**src/rtl/asrv32_memoryaccess.sv**
```systemverilog
// asrv32_memoryaccess: RV32 load/store stage driving a Wishbone data bus.
// Ports:
//   i_clk, i_rst_n           clock, synchronous active-low reset
//   i_ce                     stage enable (core in MEMORYACCESS)
//   i_opcode_load/_store     decoded opcode, one-hot
//   i_funct3, i_y            access size/sign, effective byte address
//   i_rs2_data               store data
//   o_wb_cyc/stb/we/addr/data/sel, i_wb_ack, i_wb_data   Wishbone master
//   o_load_data              extended load result
//   o_done, o_stall          completion pulse, access outstanding
//   o_misaligned, o_bus_err  fault pulses (alignment, ack timeout)
module asrv32_memoryaccess #(
  parameter int ACK_TIMEOUT = 255
) (
  input  logic        i_clk,
  input  logic        i_rst_n,
  input  logic        i_ce,
  input  logic        i_opcode_load,
  input  logic        i_opcode_store,
  input  logic [2:0]  i_funct3,
  input  logic [31:0] i_y,
  input  logic [31:0] i_rs2_data,
  output logic        o_wb_cyc,
  output logic        o_wb_stb,
  output logic        o_wb_we,
  output logic [31:0] o_wb_addr,
  output logic [31:0] o_wb_data,
  output logic [3:0]  o_wb_sel,
  input  logic        i_wb_ack,
  input  logic [31:0] i_wb_data,
  output logic [31:0] o_load_data,
  output logic        o_done,
  output logic        o_stall,
  output logic        o_misaligned,
  output logic        o_bus_err
);
  typedef enum logic {IDLE, WAIT} state_t;
  state_t      state;
  logic [15:0] cnt;
  logic [2:0]  f3_q;
  logic [1:0]  off_q;
  logic        load_ok, store_ok, mis;
  logic [3:0]  sel_n;
  logic [31:0] data_n, ld_n;
  logic [7:0]  b;
  logic [15:0] h;
  assign o_stall = (state == WAIT);
  always_comb begin
    load_ok  = i_opcode_load && (i_funct3 inside {3'b000, 3'b001, 3'b010, 3'b100, 3'b101});
    store_ok = i_opcode_store && !i_funct3[2] && (i_funct3[1:0] != 2'b11);
    mis      = (i_funct3[1:0] == 2'b01 && i_y[0]) || (i_funct3[1:0] == 2'b10 && i_y[1:0] != 2'b00);
    sel_n    = i_funct3[1:0] == 2'b00 ? 4'b0001 << i_y[1:0] :
               i_funct3[1:0] == 2'b01 ? 4'b0011 << {i_y[1], 1'b0} : 4'b1111;
    data_n   = !i_opcode_store ? 32'h0 :
               i_funct3[1:0] == 2'b00 ? {4{i_rs2_data[7:0]}} :
               i_funct3[1:0] == 2'b01 ? {2{i_rs2_data[15:0]}} : i_rs2_data;
    // Read-lane extraction uses the funct3/offset latched at request time.
    b        = i_wb_data[{off_q, 3'b000} +: 8];
    h        = off_q[1] ? i_wb_data[31:16] : i_wb_data[15:0];
    ld_n     = f3_q[1:0] == 2'b00 ? {{24{b[7] & ~f3_q[2]}}, b} :
               f3_q[1:0] == 2'b01 ? {{16{h[15] & ~f3_q[2]}}, h} : i_wb_data;
  end
  always_ff @(posedge i_clk) begin
    if (!i_rst_n) begin
      state        <= IDLE;
      cnt          <= '0;
      f3_q         <= '0;
      off_q        <= '0;
      o_wb_cyc     <= 1'b0;
      o_wb_stb     <= 1'b0;
      o_wb_we      <= 1'b0;
      o_wb_addr    <= '0;
      o_wb_data    <= '0;
      o_wb_sel     <= '0;
      o_load_data  <= '0;
      o_done       <= 1'b0;
      o_misaligned <= 1'b0;
      o_bus_err    <= 1'b0;
    end else begin
      o_done       <= 1'b0;
      o_misaligned <= 1'b0;
      o_bus_err    <= 1'b0;
      if (state == IDLE) begin
        // A held i_ce is not re-accepted in the cycle o_done is presented.
        if (i_ce && !o_done) begin
          if ((load_ok || store_ok) && !mis) begin
            state     <= WAIT;
            cnt       <= '0;
            f3_q      <= i_funct3;
            off_q     <= i_y[1:0];
            o_wb_cyc  <= 1'b1;
            o_wb_stb  <= 1'b1;
            o_wb_we   <= i_opcode_store;
            o_wb_addr <= {i_y[31:2], 2'b00};
            o_wb_sel  <= sel_n;
            o_wb_data <= data_n;
          end else begin
            o_done       <= 1'b1;
            o_misaligned <= (load_ok || store_ok) && mis;
          end
        end
      end else if (i_wb_ack) begin
        state    <= IDLE;
        o_wb_cyc <= 1'b0;
        o_wb_stb <= 1'b0;
        o_wb_we  <= 1'b0;
        o_done   <= 1'b1;
        if (!o_wb_we) o_load_data <= ld_n;
      end else if (cnt == 16'(ACK_TIMEOUT - 1)) begin
        state     <= IDLE;
        o_wb_cyc  <= 1'b0;
        o_wb_stb  <= 1'b0;
        o_wb_we   <= 1'b0;
        o_done    <= 1'b1;
        o_bus_err <= 1'b1;
      end else begin
        cnt <= cnt + 16'd1;
      end
    end
  end
endmodule

```
**config.mk**
```make
export PLATFORM = sky130hd
export DESIGN_NAME = asrv32_memoryaccess
export DESIGN_NICKNAME = d
export VERILOG_FILES = /design/src/rtl/asrv32_memoryaccess.sv
export SDC_FILE = /design/constraint.sdc
export NUM_CORES = 1
export LEC_CHECK = 0
export ABC_AREA = 1
export BUFFER_PORTS_ARGS = -buffer_cell sky130_fd_sc_hd__buf_2
export CORE_MARGIN = 2
export CORE_UTILIZATION = 40
export CTS_CLUSTER_DIAMETER = 50
export DETAILED_ROUTE_END_ITERATION = 8
export GPL_ROUTABILITY_DRIVEN = 0
export PLACE_DENSITY = 0.69
export SYNTH_ARGS = -nofsm -noshare
export SYNTH_HDL_FRONTEND = slang
export SYNTH_SLANG_ARGS = --single-unit
```
**constraint.sdc**
```tcl
create_clock -name i_clk -period 1.46 [get_ports i_clk]
set_input_delay 0.438 -clock i_clk [delete_from_list [all_inputs] [get_ports i_clk]]
set_output_delay 0.438 -clock i_clk [all_outputs]
set_load 0.01 [all_outputs]
```
==> results of run 1 <==
timing repair:
action / 4_1_cts / 5_1_grt
gates resized for setup: 15 / 69
setup endpoints to repair: 20 / 74
pin swaps: 0 / 16
setup buffers: 2 / 3
cloned: 1 / 2
through the flow:
step / hold WS, ns / std cells / power (uW) / area [um2]
2_1_floorplan: 0.4503 / 894 / 4314 / 6200
3_3_place_gp: 0.4342 / 1314 / 4892 / 7969
3_5_place_dp: 0.4412 / 1314 / 4900 / 7969
4_1_cts: 0.2524 / 1349 / 9654 / 8710
5_1_grt: 0.2597 / 1355 / 9992 / 8994
6_report: 0.2695 / 1355 / 9642 / 8994
final cells by class:
| type | instances | share of cell area |
|---|---|---|
| tap | 188 | 0.02615 |
| clock inverter | 15 | 0.02602 |
| timing repair buffer | 301 | 0.2218 |
| antenna | 1 | 0.0002782 |
| clock buffer | 17 | 0.04730 |
| inverter | 75 | 0.03186 |
| multi-input combinational | 633 | 0.3657 |
| sequential | 125 | 0.2809 |
cells by family after synthesis:
logic type / synth area share
and+or+nand+nor: 0.2993
xor gates and xnor gates: 0.002833
other: 0.0006065
DFF: 0.4047
AOI/OAI and AO/OA: 0.1876
adders and majority gates: 0.004046
buffers and inverters: 0.1010
flip-flops by register name (all words and copies together), names as in the netlist:
register and count:
cnt 16, f3_q 3, o_bus_err 1, o_done 1, o_load_data 32, o_misaligned 1
o_stall 1, o_wb_addr 30, o_wb_data 32, o_wb_sel 4, o_wb_stb 1, o_wb_we 1
off_q 2
power by group through the flow:
stage          Clock, uW  Sequential (uW)  Combinational (uW)
3_3_place_gp           0             3640                1250
4_1_cts             4800             3570                1290
5_1_grt             4940             3570                1490
6_report            4720             3560                1360
3_5_place_dp           0             3640                1260
2_1_floorplan          0             3670                 642
Yosys cell counts:
master,n,area share
nand3_2,1,0.0016
o21ai_1,3,0.0024
o211ai_1,3,0.0036
o21a_1,7,0.0085
o31ai_2,19,0.038
and2_1,1,0.0010
a22oi_1,2,0.0024
buf_2,16,0.013
a31oi_1,9,0.0091
buf_4,11,0.013
buf_6,7,0.013
conb_1,1,0.00061
o21ai_0,57,0.046
nor2_2,3,0.0030
nand2_2,2,0.0020
clkbuf_1,26,0.016
inv_1,70,0.042
a211oi_1,5,0.0061
clkinv_1,2,0.0012
nand4_1,20,0.020
and3_1,1,0.0010
nor4_1,1,0.0010
inv_2,3,0.0018
nand4_2,1,0.0020
nor2_1,101,0.061
ha_1,2,0.0040
dfxtp_1,125,0.40
a21boi_0,5,0.0061
nor3_1,4,0.0032
a21o_1,1,0.0012
buf_1,1,0.00061
nand3_1,84,0.068
a21oi_1,71,0.057
xor2_1,2,0.0028
a22o_1,1,0.0014
o31ai_1,1,0.0012
a211oi_2,1,0.0020
nand2_1,222,0.13
a21oi_2,1,0.0014
metal layers:
| metal | wire length, um | GRT usage | vias up |
|---|---|---|---|
| met2 | 9979 | 0.3964 | 244 |
| met5 | 0 | 0 | - |
| met4 | 497 | 0.09696 | 0 |
| met3 | 1331 | 0.06902 | 33 |
| li1 | - | - | 3461 |
| met1 | 8378 | 0.2815 | 3202 |
worst min-delay path by stage:
| stage | start | slack (ns) | cells past startpoint | endpoint |
|---|---|---|---|---|
| 2_1_floorplan | cnt[0] | 0.45 | 1 | cnt[0] |
| 3_3_place_gp | o_wb_data[30] | 0.43 | 2 | o_wb_data[30] |
| 3_5_place_dp | o_wb_data[31] | 0.44 | 2 | o_wb_data[31] |
| 4_1_cts | i_y[28] | 0.25 | 3 | o_wb_addr[28] |
| 5_1_grt | i_y[29] | 0.26 | 3 | o_wb_addr[29] |
| 6_report | i_y[28] | 0.27 | 3 | o_wb_addr[28] |
tightest hold or removal path, cell delays in order:
cell and delay (ns):
buf_2 0.09, nand3_1 0.07, a21oi_1 0.05
==> results.yml, run 1 <==
yosys:
  mappedNetlistArea_um2: 6183
  yosysWarningCount: 0
  ys_seq_elements: 125
  syn_inst: 893
  synth-seq-area-share: 0.4047
  synth.avg_cell_area_um2: 6.924
  synth.distinct_cells: 39
finish:
  area_growth_syn_to_layout_pct: 45.45
  final_nets: 1260
  multi_input_area_um2: 3289
  layout-drive-gt1-share: 0.3611
  filler_cell_count: 1381
  mostFrequentLayoutCells: "nand2_1 (209), buf_2 (209), dfxtp_1 (114)"
  seq_area_um2: 2526
  finish.utilization: 0.5938
setup_path:
  worstSetupStartpointType: "flop"
  worstPathBufferInverterCount: 2
  data_arrival_critical_path_ns: 1.78
  critical_path.reg2reg.endpoint: "cnt[4]"
  crit_path_cell_trace: "nand2_2, inv_1, nand2_1, nor2_2, nand2_1, nand2_2, nand2_4, buf_12, a21oi_1, nor2_1"
  crit_cells: 10
  worst-path-max-fanout: 6
  cp_peak_stage_delay_ns: 0.36
  worst_setup_path_end_kind: "flop"
  critPathLaunch: "cnt[4]"
  crit_slowest_cell: "dfxtp_4"
  cp.required_ns: 1.76
  crit-reg2reg-launch: "cnt[4]"
  worst-r2r-setup-slack_ns: -0.01
  timing.reg2reg.worst_path_depth: 10
  critPathCapture: "cnt[4]"
  crit_family: "simple AND/OR/NAND/NOR gates"
  crit_type: "reg2reg"
clock_tree:
  hold_buffers: 0
  tritoncts.num_buffers: 17
  cts_root_buf: "clkbuf_16"
  cts_max_path_buffers: 2
  cts_tree: "done"
  worst_skew_pair.late_latency_ns: 0.42
  clk_sinks: 125
  clkSlewWorstSetupHoldPaths_ns: 0.06
  number_of_h_tree_levels: 4
placed_design:
  buffer_ports.inserted: 209
  placement.setup.worst_slack_ns: -0.2397
  hpwl_um: 14350
timing:
  timing.final.crit_share: 1.008
  final.setup_skew_ns: 0.009809
  timing.setup.tns_ns: -0.01433
  final-setup-viol-count: 2
  min_period_ns: 1.472
  final-max-slew-violation-count: 0
  fmax_mhz: 679.4
  rsz_0062_raised_after_global_routing: "yes"
  fin_ws_ns: -0.01199
  timing_hold_violations_final: 0
pwr:
  power_density_nw_per_um2: 1072
  pwr-share-comb: 0.141
  power.share.clock: 0.489
  p_int_uw: 7143
  power_leakage_uw: 0.004294
  power_frac_seq: 0.369
  sw_frac_of_total: 0.2592
  netSwitchingPower_uw: 2499
  vdd_ir_drop_max_v: 0.0008099
drt:
  route.detailed.wl_per_inst_um: 14.90
  post_drt_via_cell_ratio: 5.122
  route.vias.total: 6940
  drt_wl_total_um: 20190
  remaining_drcs: 0
  initialDrtViolationCount: 468
  detail_route.first_pass.iterations: 5
  drt.antenna.violating_nets: 0
outcome:
  result_of_the_run: "complete, but fails checks"
  failed_checks: "negative setup slack"
grt:
  pin_count_of_the_biggest_net_entering_global_routing: 29
  grt_antenna_before_repair: 1
  global_route.overflow_total: 0
  grt_pass1_wl_um: 30640
  grt_usage: 0.2353
  first_global_vias: 6412
floorplanning:
  die_area_um2: 16470
  effective_utilization_at_floorplan: 0.4083
  die_height_um: 128.3
  die_width_um: 128.3
  floorplan.core_area_um2: 15150
  num_rows: 45
  io-pin-count: 212
hold_path:
  worst_hold_path_type: "in2reg"
job:
  max_cap_violations: 0
Power figures use the tool's default switching activity.
==> run 2, diff against run 1 <==
--- a/config.mk
+++ b/config.mk
@@ -13,6 +13,7 @@
 export DETAILED_ROUTE_END_ITERATION = 8
 export GPL_ROUTABILITY_DRIVEN = 0
 export PLACE_DENSITY = 0.69
+export SETUP_SLACK_MARGIN = 0.15
 export SYNTH_ARGS = -nofsm -noshare
 export SYNTH_HDL_FRONTEND = slang
 export SYNTH_SLANG_ARGS = --single-unit
==> run 2 against run 1 <==
Against the previous run:
- design area is 33% higher
- clock power is 4.7% lower
- the flow still finishes with violations (negative setup slack)
- maximum frequency is 7.9% lower
- largest power group unchanged
- largest cell class unchanged
- critical endpoint unchanged
==> results.yml, run 2 (same netlist as run 1, synthesis figures left out) <==
placed_design:
  placement.setup.worst_slack_ns: -0.2702
  buffer_ports.inserted: 209
  dpl_cell_area_um2: 8039
  numPlacedInstances: 1317
  hpwl_um: 14440
timing:
  min_period_ns: 1.599
  timing.final.crit_share: 1.095
  timing.setup.tns_ns: -7.449
  timing_hold_violations_final: 0
  final.setup_skew_ns: 0.01104
  fin_ws_ns: -0.1386
  rsz_0062_raised_after_global_routing: "yes"
  final-max-slew-violation-count: 0
  fmax_mhz: 625.5
  final-setup-viol-count: 87
finish:
  mostFrequentLayoutCells: "buf_6 (138), nand2_1 (132), buf_4 (114)"
  post-route-cell-area_um2: 12010
  leading_cell_type_in_the_layout_fill_and_taps_excluded: "buf_6"
  layout-drive-gt1-share: 0.6317
  final_nets: 1355
  finish.utilization: 0.7926
  largestRegisters: "o_load_data: 32 flops, o_wb_data: 32 flops, o_wb_addr: 30 flops"
  area_growth_syn_to_layout_pct: 94.15
  filler_cell_count: 868
  final_cell_count_no_fill: 1448
  antennaDiodeCount: 0
clock_tree:
  cts_max_path_buffers: 2
  clkSlewWorstSetupHoldPaths_ns: 0.06
  clk_sinks: 125
  cts_tree: "done"
  tritoncts.num_buffers: 17
  hold_buffers: 0
  cts_root_buf: "clkbuf_16"
  number_of_h_tree_levels: 4
  worst_skew_pair.late_latency_ns: 0.43
hold_path:
  timing.hold.worst.start: "i_y[26]"
  worst_hold_path_type: "in2reg"
setup_path:
  crit-reg2reg-launch: "cnt[0]"
  worst-path-max-fanout: 5
  crit_slowest_cell: "dfxtp_2"
  crit_path_cell_trace: "inv_2, ha_4, nand2_2, nor2_2, nand2_1, nand2_2, nand2_4, buf_6, buf_16, nand3_2, nand2_1, nor2_1"
  worst_setup_path_end_kind: "flop"
  data_arrival_critical_path_ns: 1.94
  cp_peak_stage_delay_ns: 0.33
  worstSetupStartpointType: "flop"
  worst-r2r-setup-slack_ns: -0.14
  cp.required_ns: 1.80
  crit_type: "reg2reg"
  critPathLaunch: "cnt[0]"
pwr:
  power_density_nw_per_um2: 853.9
  sw_frac_of_total: 0.2750
  p_int_uw: 7432
  power.share.clock: 0.439
  pwr-share-comb: 0.211
  power_frac_seq: 0.350
  power_leakage_uw: 0.005418
  vdd_ir_drop_max_v: 0.0008334
  netSwitchingPower_uw: 2819
drt:
  detail_route.first_pass.iterations: 7
  drt.antenna.violating_nets: 0
  route.detailed.wl_per_inst_um: 18.84
  remaining_drcs: 0
  post_drt_via_cell_ratio: 5.501
  route.vias.total: 7966
  drt_wl_total_um: 27280
  initialDrtViolationCount: 606
grt:
  grt_antenna_before_repair: 1
  pin_count_of_the_biggest_net_entering_global_routing: 37
  grt_usage: 0.2604
  first_global_vias: 6890
  grt_pass1_wl_um: 33950
  global_route.overflow_total: 0
floorplanning:
  num_rows: 45
  floorplan.core_area_um2: 15150
  die_height_um: 128.3
  die_width_um: 128.3
  effective_utilization_at_floorplan: 0.4083
  io-pin-count: 212
  die_area_um2: 16470
outcome:
  failed_checks: "negative setup slack"
  result_of_the_run: "complete, but fails checks"
job:
  max_cap_violations: 0
==> run 2: timing repair <==
item,4_1_cts,5_1_grt
endpoints found under the setup margin,222,226
setup buffers,26,57
resized for setup,278,380
pin swaps,14,86
cloned,5,14
==> run 2: worst paths after layout <==
check | endpoint | cells past startpoint
setup / recovery | cnt[4] | 12
setup reg to reg | cnt[4] | 12
hold reg to reg | o_wb_data[21] | 2
hold / removal | o_wb_addr[26] | 3
==> run 2: layer usage <==
layer  up-vias  GRT usage  routed length [um]
met4         0    0.07240                1056
met1      3774     0.3173               10120
met5         -          0                   0
met2       431     0.4518               14010
li1       3666          -                   -
met3        95    0.07235                2100
==> run 2: per-stage QoR <==
stage,hold slack (ns),power (uW)
after floorplan,0.4503,4336
after global placement,0.4354,4909
after detailed placement,0.4401,4915
after CTS,0.2564,9726
after global routing,0.2677,10560
final,0.2663,10250
==> run 2: power by group through the flow <==
stage          combinational [uW]  sequential [uW]  clock, uW
3_5_place_dp                 1280             3640          0
4_1_cts                      1600             3600       4530
2_1_floorplan                 663             3670          0
5_1_grt                      2280             3600       4680
6_report                     2160             3590       4500
3_3_place_gp                 1270             3640          0
==> run 2: final cells by class <==
cell class	count	area (um2)	area share
clock inverter	9	133.9	0.01115
timing repair buffer	395	3784	0.3152
multi-input combinational	634	4334	0.3610
clock buffer	22	494.2	0.04117
sequential	125	2716	0.2263
tap	188	235.2	0.01959
inverter	75	307.8	0.02564
==> run 2: critical path, delay by kind of cell, from the launching register on <==
family | cells | cell delay, ns
fa+ha+maj | 1 | 0.13
buf+inv | 3 | 0.34
flops | 1 | 0.33
simple gates | 8 | 0.72
